## config.mk

```make
export PLATFORM = sky130hd
export DESIGN_NAME = render_cmd_sequencer
export DESIGN_NICKNAME = d
export VERILOG_FILES = /design/src/rtl/render_pkg.sv /design/src/rtl/render_cmd_fifo.sv /design/src/rtl/render_cmd_sequencer.sv
export SDC_FILE = /design/constraint.sdc
export NUM_CORES = 1
export LEC_CHECK = 0
export ABC_AREA = 1
export CORE_UTILIZATION = 35
export CTS_BUF_LIST = sky130_fd_sc_hd__clkbuf_4 sky130_fd_sc_hd__clkbuf_8
export CTS_CLUSTER_SIZE = 12
export DETAILED_ROUTE_END_ITERATION = 7
export PLACE_DENSITY = 0.66
export SETUP_SLACK_MARGIN = 0.4
export SYNTH_ARGS = -nofsm -noshare
export SYNTH_HDL_FRONTEND = slang
export SYNTH_SLANG_ARGS = --single-unit
```

## constraint.sdc

```tcl
create_clock -name clk -period 3.43 [get_ports clk]
set_clock_uncertainty 0.1 [all_clocks]
set_input_delay 0.5145 -clock clk [delete_from_list [all_inputs] [get_ports clk]]
set_output_delay 0.5145 -clock clk [all_outputs]
set_load 0.05 [all_outputs]
```

## src/rtl/render_pkg.sv

```systemverilog
// Shared types for the render command sequencer: renderer register map,
// the buffered command record and the sequencer state encoding.
package render_pkg;

  localparam logic [3:0] ADDR_X     = 4'd1;
  localparam logic [3:0] ADDR_Y     = 4'd2;
  localparam logic [3:0] ADDR_TEX   = 4'd4;
  localparam logic [3:0] ADDR_PLOT  = 4'd6;
  localparam logic [3:0] ADDR_COLOR = 4'd7;

  typedef struct packed {
    logic [6:0] texture;
    logic [9:0] x;
    logic [8:0] y;
    logic [5:0] color;
    logic       use_xy;
    logic       use_color;
  } render_cmd_t;

  typedef enum logic [2:0] {
    IDLE,
    W_TEX,
    W_X,
    W_Y,
    W_COLOR,
    W_PLOT
  } seq_state_t;

endpackage

```

## src/rtl/render_cmd_fifo.sv

```systemverilog
// Synchronous command FIFO. The head entry is read straight from storage
// registers; a pushed entry becomes visible at the head one cycle later.
module render_cmd_fifo
  import render_pkg::*;
#(
  parameter int FIFO_DEPTH = 4
) (
  input  logic        clk,
  input  logic        rst,
  input  logic        push,
  input  render_cmd_t push_data,
  input  logic        pop,
  output render_cmd_t pop_data,
  output logic        full,
  output logic        empty
);

  localparam int AW = (FIFO_DEPTH > 1) ? $clog2(FIFO_DEPTH) : 1;

  render_cmd_t   mem [FIFO_DEPTH];
  logic [AW-1:0] wr_ptr;
  logic [AW-1:0] rd_ptr;
  logic [AW:0]   count;
  logic          do_push;
  logic          do_pop;

  assign do_push  = push && !full;
  assign do_pop   = pop && !empty;
  assign full     = (count == (AW+1)'(FIFO_DEPTH));
  assign empty    = (count == '0);
  assign pop_data = mem[rd_ptr];

  always_ff @(posedge clk or posedge rst) begin
    if (rst) begin
      wr_ptr <= '0;
      rd_ptr <= '0;
      count  <= '0;
    end else begin
      if (do_push) wr_ptr <= wr_ptr + 1'b1;
      if (do_pop)  rd_ptr <= rd_ptr + 1'b1;
      unique case ({do_push, do_pop})
        2'b10:   count <= count + 1'b1;
        2'b01:   count <= count - 1'b1;
        default: count <= count;
      endcase
    end
  end

  // Storage holds data only; it is never reset.
  always_ff @(posedge clk) begin
    if (do_push) mem[wr_ptr] <= push_data;
  end

endmodule

```

## src/rtl/render_cmd_sequencer.sv

```systemverilog
// Expands buffered draw commands into renderer Avalon-MM register writes.
// Optional statistics counters are built when RENDER_SEQ_STATS_EN is defined.
module render_cmd_sequencer
  import render_pkg::*;
#(
  parameter int FIFO_DEPTH = 4,
  parameter int STAT_W     = 16
) (
  input  logic              clk,
  input  logic              rst,
  input  logic              cmd_valid,
  output logic              cmd_ready,
  input  logic [6:0]        cmd_texture,
  input  logic [9:0]        cmd_x,
  input  logic [8:0]        cmd_y,
  input  logic [5:0]        cmd_color,
  input  logic              cmd_use_xy,
  input  logic              cmd_use_color,
  output logic [3:0]        master_address,
  output logic              master_write,
  output logic [31:0]       master_writedata,
  output logic              master_read,
  input  logic              master_waitrequest,
  output logic              plot_done,
  output logic              busy,
  output logic [STAT_W-1:0] stat_plots,
  output logic [STAT_W-1:0] stat_stalls
);

  seq_state_t  state;
  seq_state_t  state_nxt;
  seq_state_t  after_xy;
  render_cmd_t cmd_in;
  render_cmd_t fifo_head;
  render_cmd_t cmd_r;
  logic        fifo_full;
  logic        fifo_empty;
  logic        fifo_pop;

  assign cmd_in = '{texture:   cmd_texture,
                    x:         cmd_x,
                    y:         cmd_y,
                    color:     cmd_color,
                    use_xy:    cmd_use_xy,
                    use_color: cmd_use_color};

  assign cmd_ready   = !fifo_full;
  assign master_read = 1'b0;
  assign busy        = !fifo_empty || (state != IDLE);
  assign after_xy    = cmd_r.use_color ? W_COLOR : W_PLOT;

  render_cmd_fifo #(
    .FIFO_DEPTH(FIFO_DEPTH)
  ) u_fifo (
    .clk      (clk),
    .rst      (rst),
    .push     (cmd_valid),
    .push_data(cmd_in),
    .pop      (fifo_pop),
    .pop_data (fifo_head),
    .full     (fifo_full),
    .empty    (fifo_empty)
  );

  always_ff @(posedge clk or posedge rst) begin
    if (rst) state <= IDLE;
    else     state <= state_nxt;
  end

  // Command register only changes on a pop, so write data holds through stalls.
  always_ff @(posedge clk) begin
    if (fifo_pop) cmd_r <= fifo_head;
  end

  always_comb begin
    state_nxt        = state;
    master_write     = 1'b0;
    master_address   = '0;
    master_writedata = '0;
    fifo_pop         = 1'b0;
    plot_done        = 1'b0;
    unique case (state)
      IDLE: begin
        if (!fifo_empty) begin
          fifo_pop  = 1'b1;
          state_nxt = W_TEX;
        end
      end
      W_TEX: begin
        master_write     = 1'b1;
        master_address   = ADDR_TEX;
        master_writedata = 32'(cmd_r.texture);
        if (!master_waitrequest) state_nxt = cmd_r.use_xy ? W_X : after_xy;
      end
      W_X: begin
        master_write     = 1'b1;
        master_address   = ADDR_X;
        master_writedata = 32'(cmd_r.x);
        if (!master_waitrequest) state_nxt = W_Y;
      end
      W_Y: begin
        master_write     = 1'b1;
        master_address   = ADDR_Y;
        master_writedata = 32'(cmd_r.y);
        if (!master_waitrequest) state_nxt = after_xy;
      end
      W_COLOR: begin
        master_write     = 1'b1;
        master_address   = ADDR_COLOR;
        master_writedata = 32'(cmd_r.color);
        if (!master_waitrequest) state_nxt = W_PLOT;
      end
      W_PLOT: begin
        master_write   = 1'b1;
        master_address = ADDR_PLOT;
        if (!master_waitrequest) begin
          plot_done = 1'b1;
          // Chain straight into the next command to avoid an idle bubble.
          if (!fifo_empty) begin
            fifo_pop  = 1'b1;
            state_nxt = W_TEX;
          end else begin
            state_nxt = IDLE;
          end
        end
      end
      default: state_nxt = IDLE;
    endcase
  end

`ifdef RENDER_SEQ_STATS_EN
  logic [STAT_W-1:0] plots_q;
  logic [STAT_W-1:0] stalls_q;

  function automatic logic [STAT_W-1:0] sat_inc(input logic [STAT_W-1:0] v);
    return (v == '1) ? v : v + 1'b1;
  endfunction

  always_ff @(posedge clk or posedge rst) begin
    if (rst) begin
      plots_q  <= '0;
      stalls_q <= '0;
    end else begin
      if (plot_done)                          plots_q  <= sat_inc(plots_q);
      if (master_write && master_waitrequest) stalls_q <= sat_inc(stalls_q);
    end
  end

  assign stat_plots  = plots_q;
  assign stat_stalls = stalls_q;
`else
  assign stat_plots  = '0;
  assign stat_stalls = '0;
`endif

endmodule
```

== After elaboration in Yosys (flattened, before gate mapping) ==
Memory sizes are Yosys's and may differ from the RTL's. A register that Yosys moved wholly into a read port is not among the register bits.
Cells that the tools add are included.
Storage, ports and cells
  bits in registers: 10
  RAM bits: 136
  bits of input ports: 38
  output and inout port bits: 73
  memories kept: 1
Cells by class
  $add $sub $neg: 4
  eq/ne operators: 14
  muxes and demuxes: 21
  reductions and logical operators: 11
Memories
  u_fifo.mem: depth 4, bits a word 34, read ports 1, clocked after Yosys merged registers in 1, write ports 1, RTL line render_cmd_fifo.sv:20  | render_cmd_t mem [FIFO_DEPTH];
Operator list (number)
  10-bit one-hot mux with 4 select lines: 1
  3-bit two-way mux: 7
  3-bit one-hot mux with 6 select lines: 1
  3-bit one-hot mux with 5 select lines: 1
  2-bit != test, second input constant: 6
  3-bit equality test, second input constant: 3
  1-bit two-way mux: 9
  3-bit by 2-bit equality test with 1-bit output, second input constant: 2
  3-bit zero test: 2
  3-bit one-hot mux with 2 select lines: 1
  6-bit AND reduction: 1
  5-bit OR reduction: 1
  2-bit by 1-bit adder with 2-bit output, second input constant: 2
  3-bit by 1-bit adder with 3-bit output, second input constant: 1
  3-bit by 1-bit equality test with 1-bit output, second input constant: 1
  3-bit nonzero test: 1
  3-bit by 1-bit subtractor with 3-bit output, second input constant: 1
  2-bit by 1-bit equality test with 1-bit output, second input constant: 1
  2-bit equality test, second input constant: 1
  1-bit logical AND: 2
  1-bit zero test: 2
  1-bit one-hot mux with 2 select lines: 1
  2-bit nonzero test: 1
  1-bit logical OR: 1

== Longest topological paths before layout ==
  depth after elaboration: 7
  mapped depth: 12
  gate-level depth less buffers: 12

== Cells and area by module ==
From an unflattened synthesis, not the netlist that was laid out.
Unflattened totals
  cell total of the unflattened synthesis: 645
  area total of the unflattened synthesis: 7880.1 um^2
Modules (own cells, without submodules)
  render_cmd_fifo: instances 1, cells each 459, area each 5919.4 um^2, sequential area each 4259.1 um^2
  render_cmd_sequencer: instances 1, cells each 186, area each 1960.6 um^2, sequential area each 1096.1 um^2

== Worst setup path before layout ==
No wires, ideal clock.
  path kind: register to register
  start point: register u_fifo.count[0]
  end point: memory u_fifo.mem[0][0] (netlist name), enable pin
  setup time: 425 ps
  data arrival time: 2555 ps
  required time: 2905 ps
  slack: 350 ps
  cell stages (with the launch flop): 5
  buffers on the path: 0
  clock period less this slack: 3080 ps
  cell sequence: dfrtp_1 inv_1 nand3_1 nand2_2 nor2_1
Between the ends
  longest elaborated chain between the ends: 5
RTL lines
  start, declared: RTL line render_cmd_fifo.sv:23  | logic [AW:0] count;
  start signal, assigned: RTL line render_cmd_fifo.sv:42  | 2'b10: count <= count + 1'b1;
  start signal, assigned: RTL line render_cmd_fifo.sv:43  | 2'b01: count <= count - 1'b1;
  start signal, assigned: RTL line render_cmd_fifo.sv:44  | default: count <= count;
  3-bit equality test: RTL line render_cmd_fifo.sv:29  | assign full = (count == (AW+1)'(FIFO_DEPTH));
  1-bit zero test
  via cmd_ready: RTL line render_cmd_sequencer.sv:12  | output logic cmd_ready,
  1-bit logical AND: RTL line render_cmd_fifo.sv:27  | assign do_push = push && !full;
  1-bit two-way mux: RTL line render_cmd_fifo.sv:51  | if (do_push) mem[wr_ptr] <= push_data;
  1-bit two-way mux (not written as such): RTL line render_cmd_fifo.sv:51
  end, declared: RTL line render_cmd_fifo.sv:20
The timed path passes the listed nets, and every way through them passes these cells.

== Worst setup path after layout ==
  start point: register state[2]
  end point: output port master_writedata[0]
Between the ends
  longest elaborated chain between the ends: 2
  elaborated cells on any way between the ends: 5
  classes of those cells: 4 x eq/ne; 1 x mux
RTL lines
  start, declared: RTL line render_cmd_sequencer.sv:30  | seq_state_t state;
  start signal, assigned: RTL line render_cmd_sequencer.sv:67  | else state <= state_nxt;
  3-bit equality test (tied with other cells): RTL line render_cmd_sequencer.sv:82  | unique case (state)
  10-bit one-hot mux with 4 select lines *: RTL line render_cmd_sequencer.sv:82
  end, declared: RTL line render_cmd_sequencer.sv:21  | output logic [31:0] master_writedata,
Every way passes the cells marked *; elsewhere a longest branch is shown, timed or not.

==> summary.txt <==
Status
  • Status: finished clean

Final layout
  • Reg area: 5360 um2
  • Final non-filler cell total: 912
  • Commonest non-fill, non-tap cell in the layout: edfxtp_1
  • Fill cells: approximately 1900
  • Synthesis-to-finish area growth: 14.4%
  • Multi-input logic area: ~1700 um2
  • Antenna cell count: 0
  • Nets: 675
  • Layout cells sized above 1: 11.2%
  • Commonest non-fill, non-tap cells in the layout: 170 x edfxtp_1, 73 x nor2_1, 70 x o21ai_0, 56 x conb_1, 46 x nand2_1

Critical path
  • Reg-to-Reg Start: state[1]$_DFFE_PP0P_
  • Crit path largest cell delay: 0.55 ns
  • Most frequent CP cell: inv_2
  • CP Buf/Inv Count: 3
  • Crit path required time: 2.82 ns
  • CP Capture Type: output port
  • R2R depth: 11
  • Reg-to-reg endpoint: u_fifo.count[2]$_DFFE_PP0P_
  • CP Launch Type: flop
  • Worst setup path class: flop to output port
  • Critical path fanouts, max: 10
  • Crit path DAT: approximately 2.3 ns
  • Slowest cell on crit path: dlygate4sd2_1
  • Reg-to-reg setup timing slack: approximately 1.1 ns
  • Critical path cell sequence: inv_2 -> nand3_2 -> inv_2 -> nand2_1 -> nand4_1 -> dlygate4sd2_1
  • Crit path max-delay family: buffers and inverters

STA
  • Final Hold Vio Count: 0
  • Worst slew pin tran: 0.738 ns
  • Final period utilization: 83.5%
  • Setup TNS: 0 ns
  • Max frequency: 349 MHz
  • Max_slew headroom: 50.8%
  • Slew Viols, Final: 0
  • RSZ-0062 raised after global routing: false
  • Final setup violating endpoints: 0
  • Final Critical Period: 2.86 ns

Global routing
  • GR Overflow Total: 0
  • Largest net degree at the start of global routing: 71
  • First-pass GRT wire length: about 23 mm
  • Initial antenna violation count: 0
  • GRT Util Overall: 14.3%
  • Vias in the first global route: approximately 4100

Clocking
  • Clk_lat worst skew: 0.47 ns
  • Num CTS Buffers: 17
  • Clk root buf: clkbuf_8
  • Clock slew at reported path FFs: 0.09 ns
  • Clock Path Buffers: 2
  • H-tree levels: 4
  • Clk sinks: 180
  • CTS tree: yes
  • Hold Buf Count CTS: 0

Floorplanning
  • DIE AREA: about 22000 um2
  • Std cell rows: 52
  • Initial Utilization: 36.2%
  • IO Count: ~110
  • Die extent in y: 148 um
  • Core area: 20600 um2
  • Die X: ~150 um

Logic synthesis
  • Synth Cell Area: 7450 um2
  • Synth Instances: 570
  • Mean Syn Cell Area: 13.1 um2
  • Sequential area share after synthesis: 71.9%
  • Post-synthesis cell type count: 31
  • Synth Register Bits: 180
  • Yosys warnings: 0

Power and ir drop
  • Max IR drop VDD: 493 uV
  • Pleak: just over 3 nW
  • Overall Power: 7.60 mW
  • PwrDens: 892 nW/um2

Drt
  • Router iterations before antenna repair: 7
  • Initial DRC Count: 337
  • Total vias in the final route: 4310
  • Antenna-violating nets left: 0
  • Residual DRC: 0
  • Detailed Route WL: 14.6 mm
  • Routed len/inst: 16.0 um
  • Routed vias/inst: 4.73

Flow run
  • Max Cap Viol: 0

Placement
  • Placed cell count: a little under 900
  • GPL Wtd Cong: between 0.7 and 0.8
  • Dpl hpwl: about 8.6 mm
  • Input/output buffers: 54

Worst hold path
  • Hold Path Class: input port to async pin
-- power breakdown --
group,switching [mW],total [mW],leakage [nW],internal [mW]
combinational,2.03,2.77,1.19,0.737
clock,0.747,1.44,0.197,0.696
sequential,0.184,3.38,1.69,3.20
-- cells by family after synthesis --
family          share of synthesized area [%]
fa+ha+maj                                1.45
compound gates                           8.57
xor+xnor                                0.471
flops                                    71.9
buf+inv                                  8.62
other cells                            0.0504
simple gates                             8.92
-- synthesized netlist by cell type (all sizes together) --
| library cell | n | area share, % |
|---|---|---|
| a21oi | 4 | 0.32 |
| a22o | 2 | 0.24 |
| buf | 66 | 6.5 |
| clkbuf | 14 | 0.71 |
| conb | 1 | 0.050 |
| dfrtp | 10 | 3.4 |
| edfxtp | 170 | 69 |
| fa | 1 | 0.27 |
| ha | 7 | 1.2 |
| inv | 28 | 1.4 |
| nand2 | 53 | 3.0 |
| nand3 | 11 | 0.87 |
| nand4 | 6 | 0.50 |
| nor2 | 81 | 4.2 |
| nor3 | 2 | 0.20 |
| o21ai | 73 | 4.9 |
| o22ai | 36 | 3.1 |
| or2 | 1 | 0.084 |
| xnor2 | 1 | 0.12 |
| xor2 | 3 | 0.35 |
-- sequential cells by signal, summed over array words and instances (netlist names) --
name           cells
u_fifo.count       3
cmd_r             34
state              3
u_fifo.rd_ptr      2
u_fifo.mem       136
u_fifo.wr_ptr      2
-- metrics by stage --
step	area [um2]	hold WS (ns)	util [%]	setup slack, ns
final	8520	0.258	41.4	0.566
after global placement	8130	0.365	39.6	0.765
after CTS	8510	0.262	41.4	0.421
after detailed placement	8130	0.366	39.6	0.776
after global routing	8520	0.308	41.4	0.416
after floorplan	7650	0.255	-	0.350
-- what timing repair did --
| action | CTS | global route |
|---|---|---|
| buffers inserted | 0 | 0 |
| gates resized for setup | 12 | 1 |
| setup endpoints to repair | 12 | 1 |
| gates cloned | 0 | 0 |
-- worst max path at each step --
stage,start,end,slack (ns),cells past startpoint
3_5_place_dp,state[2]$_DFFE_PP0P_,master_writedata[0],0.78,6
3_3_place_gp,state[1]$_DFFE_PP0P_,master_writedata[2],0.76,7
6_report,state[2]$_DFFE_PP0P_,master_writedata[0],0.57,6
4_1_cts,state[1]$_DFFE_PP0P_,master_address[2],0.42,6
2_1_floorplan,u_fifo.count[0]$_DFFE_PP0P_,u_fifo.mem[0][0]$_DFFE_PP_,0.35,4
5_1_grt,state[2]$_DFFE_PP0P_,master_writedata[0],0.42,6
-- layout make-up --
cell class	instances	area share (%)
clock buffer	22	3.19
inverter	28	1.23
tap	270	3.97
sequential	180	62.9
timing repair buffer	65	7.46
clock inverter	10	1.47
multi-input combinational	337	19.8
-- metal layers --
layer,up-vias,global-route usage [%],wire length [um]
met3,18,3.52,909
met4,0,4.79,183
met2,169,22.9,6930
met1,2084,19.1,6550
met5,-,0,0
li1,2039,-,-
No activity file was read; power rests on OpenSTA's default activity.
